===== src/rtl/counter_scheduler.sv =====
// Round-robin scheduler time-sharing one enable/reset counter.
// Each granted requester gets an optional clear, then a burst of increments.
module counter_scheduler #(
  parameter int NUM_REQ = 4,
  parameter int LEN_W   = 4,
  parameter int CNT_W   = 8
) (
  input  logic                     clk,
  input  logic                     reset,
  input  logic [NUM_REQ-1:0]       req,
  input  logic [NUM_REQ*LEN_W-1:0] req_len,
  input  logic [NUM_REQ-1:0]       req_clr,
  output logic [NUM_REQ-1:0]       grant,
  output logic [NUM_REQ-1:0]       done,
  output logic [CNT_W-1:0]         result_value,
  output logic                     busy,
  output logic                     cnt_enable,
  output logic                     cnt_reset,
  input  logic [CNT_W-1:0]         cnt_value
);

  localparam int IDX_W = $clog2(NUM_REQ);
  localparam logic [IDX_W:0] NREQ = (IDX_W+1)'(NUM_REQ);

  typedef enum logic [1:0] {
    IDLE  = 2'd0,
    CLEAR = 2'd1,
    RUN   = 2'd2,
    DONE  = 2'd3
  } state_t;

  state_t             state;
  state_t             state_nx;
  logic [IDX_W-1:0]   owner;
  logic [IDX_W-1:0]   ptr;
  logic [LEN_W-1:0]   remaining;
  logic [IDX_W-1:0]   win;
  logic               win_vld;
  logic [IDX_W:0]     sum;
  logic [LEN_W-1:0]   lens [NUM_REQ];
  logic [NUM_REQ-1:0] owner_oh;

  for (genvar i = 0; i < NUM_REQ; i++) begin : g_len
    assign lens[i] = req_len[i*LEN_W +: LEN_W];
  end

  assign owner_oh = {{(NUM_REQ-1){1'b0}}, 1'b1} << owner;

  // Scan downward so the slot closest to ptr is the last writer.
  always_comb begin
    win     = '0;
    win_vld = 1'b0;
    sum     = '0;
    for (int k = NUM_REQ-1; k >= 0; k--) begin
      sum = {1'b0, ptr} + (IDX_W+1)'(k);
      if (sum >= NREQ) sum = sum - NREQ;
      if (req[sum[IDX_W-1:0]]) begin
        win     = sum[IDX_W-1:0];
        win_vld = 1'b1;
      end
    end
  end

  always_ff @(posedge clk) begin
    if (!reset) begin
      state     <= IDLE;
      owner     <= '0;
      ptr       <= '0;
      remaining <= '0;
    end else begin
      state <= state_nx;
      unique case (state)
        IDLE: begin
          if (win_vld) begin
            owner     <= win;
            remaining <= lens[win];
          end
        end
        RUN: remaining <= remaining - 1'b1;
        DONE: begin
          if (owner == IDX_W'(NUM_REQ-1)) ptr <= '0;
          else                            ptr <= owner + 1'b1;
        end
        default: ;
      endcase
    end
  end

  always_comb begin
    state_nx = state;
    unique case (state)
      IDLE: begin
        if (win_vld) begin
          if (req_clr[win])        state_nx = CLEAR;
          else if (lens[win] != 0) state_nx = RUN;
          else                     state_nx = DONE;
        end
      end
      CLEAR: state_nx = (remaining != 0) ? RUN : DONE;
      RUN:   state_nx = (remaining == 1) ? DONE : RUN;
      DONE:  state_nx = IDLE;
      default: state_nx = IDLE;
    endcase
  end

  always_comb begin
    grant        = '0;
    done         = '0;
    result_value = '0;
    busy         = 1'b0;
    cnt_enable   = 1'b0;
    cnt_reset    = 1'b0;
    unique case (state)
      IDLE: ;
      CLEAR: begin
        grant     = owner_oh;
        busy      = 1'b1;
        cnt_reset = 1'b1;
      end
      RUN: begin
        grant      = owner_oh;
        busy       = 1'b1;
        cnt_enable = 1'b1;
      end
      DONE: begin
        grant        = owner_oh;
        done         = owner_oh;
        busy         = 1'b1;
        result_value = cnt_value;
      end
      default: ;
    endcase
  end

endmodule


===== config.mk =====
export PLATFORM = sky130hd
export DESIGN_NAME = counter_scheduler
export DESIGN_NICKNAME = d
export VERILOG_FILES = /design/src/rtl/counter_scheduler.sv
export SDC_FILE = /design/constraint.sdc
export NUM_CORES = 1
export LEC_CHECK = 0
export CORE_AREA = 2 2 52 54
export CTS_CLUSTER_SIZE = 24
export DETAILED_ROUTE_END_ITERATION = 8
export DIE_AREA = 0 0 54 56
export PLACE_DENSITY = 0.94
export SYNTH_ARGS = -nofsm -noshare
export SYNTH_HDL_FRONTEND = slang
export SYNTH_SLANG_ARGS = --single-unit

===== constraint.sdc =====
create_clock -name clk -period 3.25 [get_ports clk]
set_input_delay 0.975 -clock clk [delete_from_list [all_inputs] [get_ports clk]]
set_output_delay 0.975 -clock clk [all_outputs]
set_load 0.005 [all_outputs]

==> results.md <==
* Run status: finished clean
* Per-cell routed wire length at 13.2 um
* Sw frac at 0.400
* Clock Skews at 0.00154 ns
* Antenna cells at 0
* Ports at 53
* Die W at 54 um
* Final count of hold timing violations at 0
* RSZ-0062 raised after global routing: no
* Register area share after synthesis at 0.195
* Num rows at 18
* CTS Root Cell: clkbuf_4
* CP required at 2.27 ns
* Worst Path Buf+Inv at 2
* TritonRoute pass-1 iters at 5
* Pwr Density at 558 nW/um^2
* Clock power frac at 0.128
* Synthesized flop and latch total at 10
* EDFF count, synth at 0
* CP Launch Type: primary input
* Max incr delay on CP at 0.50 ns
* Area grow syn2layout at 56.3%
* Layout Cell Area excl Fill at 1610 sq um
* Synth Flop Type: dfxtp_1
* Antenna violations before repair at 0
* PortBufs at 52
* Min Tclk post-route at 3.01 ns
* Internal Power at 0.538 mW
* Ratio of cells with drive above 1 in the final layout at 0.0847
* Setup_tns at 0 ns
* Total track usage at 0.192
* Total Power at 0.897 mW
* Hold_buf cts at 0
* Post-DP HPWL at 2230 um
* Post-synthesis cell area at 1030 sq um
* Initial Utilization at 0.423
* Combinational cell fraction of total power at 0.632
* Max-Cap Viols at 0
* Slew Viols, Final at 0
* CP max stage cell: clkdlybuf4s50_1
* Syn Area/Cell at 8.36 sq um
* DR vias/cell at 5.14
* Clock buffer depth at 2
* Final #Nets at 224
* Vias in the first global route at 1022
* Minimum hold slack at 0.486 ns
* Yosys warnings at 0
* Placeable core region at 2430 sq um
* DIE HEIGHT at 56 um
* Post-synth cell types at 28
* Setup-failing EPs final at 0
* Synth area leaders: dfxtp_1 (19%), ha_1 (15%), mux2i_1 (15%), and2_1 (7.9%), mux2_2 (6.6%)
* Achievable Freq at 332 MHz
* Synthesized instance count at 123
* Arrival time worst endpoint at 2.04 ns
* Asr flop ratio synth at 0
* Hold Path Class: reg2reg
* Clock sink count at 10
* Worst-path maximum fanout at 1
* Worst slew margin at 0.642
* DRT antenna net count at 0
* CP cell instances: clkdlybuf4s50_1 > and2_1 > clkdlybuf4s50_1
* Worst VDD drop at 0.000373 V
* Final wirelength at 2730 um
* CTS tree: done
* Worst-margin pin slew at 0.532 ns
* Worst setup EP type: primary output
* Leak at 0.662 nW
* Clock Pin Slew Worst Setup and Hold Paths at 0.07 ns
* Period utilisation layout at 0.927
* Num CTS Buffers at 3
* Crit-path most repeated cell: clkdlybuf4s50_1
* Placer Congestion at 0.889
* Worst skew pair latency at 0.27 ns
* Iter 0 DRT Violations at 18
* Cell with the most instances after synthesis: mux2i_1
* Cell family with most CP delay: buffers and inverters
* Postcts setup bufs at 0
* NetSw at 0.359 mW
* Die ar. at 3020 sq um
* Area post-placement at 1570 sq um
* CP Class: in2out
* Vias at 1063
* Post-CTS Resized at 0
* Commonest cells in the netlist: mux2i_1 (15), and2_1 (13), ha_1 (12), inv_1 (12), dfxtp_1 (10)
* Yosys top cell by area: dfxtp_1
* DRC errors left at 0
* GR Overflow Total at 0
* Sequential power share at 0.239
* First-pass GRT wire length at 4340 um
* Synth top area share at 0.195
* Largest net degree at the start of global routing at 15
* Max H-tree Level at 1
* Syn_nets at 169
==> worst reg2reg max path, delay by kind of cell, from the launching register on <==
family | cells | cell delay, ns
and+or+nand+nor | 1 | 0.14
DFF | 1 | 0.37
AOI/OAI and AO/OA | 3 | 0.39
buffers and inverters | 1 | 0.25
muxes | 3 | 0.67
==> kinds of logic (layout without fill, tap and decap cells) <==
kind of cell,count (synthesis),count (layout),share of synthesized area
DFF,10,10,0.195
adders and majority gates,12,12,0.146
and+or+nand+nor,42,42,0.230
buffers and inverters,16,70,0.0730
muxes,21,21,0.212
AOI/OAI and AO/OA,22,22,0.145
==> registers in the layout (all words and copies together) (netlist names) <==
| register | flops |
|---|---|
| owner | 2 |
| state | 2 |
| remaining | 4 |
| ptr | 2 |
==> cell usage in the layout, fill, tap and decap left out, drive strengths merged <==
cell,Yosys,routed
a21o,2,2
a22oi,1,1
nand4,2,2
o22a,2,2
mux2,6,6
a21oi,7,7
dfxtp,10,10
nor3,1,1
nand2,7,7
nand2b,4,4
nor4,1,1
and2,13,13
a211oi,1,1
o21ai,2,2
or3,1,1
mux2i,15,15
and3,1,1
nor2b,8,8
ha,12,12
o211ai,2,2
clkdlybuf4s50,0,52
buf,2,2
o22ai,4,4
nor2,4,4
o31ai,1,1
inv,12,12
clkbuf,2,4
==> per-layer routing <==
layer,up-vias,GRT usage,share of wire,wire (um)
li1,531,-,-,-
met1,473,0.206,0.40,1080
met2,52,0.345,0.50,1370
met3,7,0.0349,0.081,221
met4,0,0.0893,0.018,48
met5,-,0,0,0
==> power by group through the flow <==
stage	clock (mW)	sequential (mW)	combinational [mW]
after CTS	0.115	0.211	0.573
final	0.115	0.215	0.567
after detailed placement	0	0.213	0.568
after global placement	0	0.209	0.542
after global routing	0.121	0.218	0.639
after floorplan	0	0.201	0.378
==> final timing paths <==
check,start,to,slack [ns],cells after the start
max reg2reg,ptr[0]$_SDFFE_PN0P_,remaining[1]$_SDFFE_PN0P_,1.38,8
min,remaining[3]$_SDFFE_PN0P_,remaining[3]$_SDFFE_PN0P_,0.49,2
max,cnt_value[3],result_value[3],0.24,3
min reg2reg,remaining[3]$_SDFFE_PN0P_,remaining[3]$_SDFFE_PN0P_,0.49,2
==> through the flow <==
stage	setup WS [ns]	util	cells
finish	0.236	0.661	207
global route	0.173	0.661	207
CTS	0.227	0.661	207
detailed placement	0.223	0.646	203
global placement	0.234	0.646	203
floorplan	0.846	-	123
==> area by class of cell <==
| cell class | count | area [sq um] |
|---|---|---|
| well taps | 30 | 37.5 |
| fillers | 201 | 825 |
| inverters | 12 | 45.0 |
| clock buffers | 4 | 36.3 |
| repair buffers | 54 | 536 |
| flip-flops and latches | 10 | 200 |
| multi-input cells | 97 | 753 |
(Power assumes the default switching activity.)
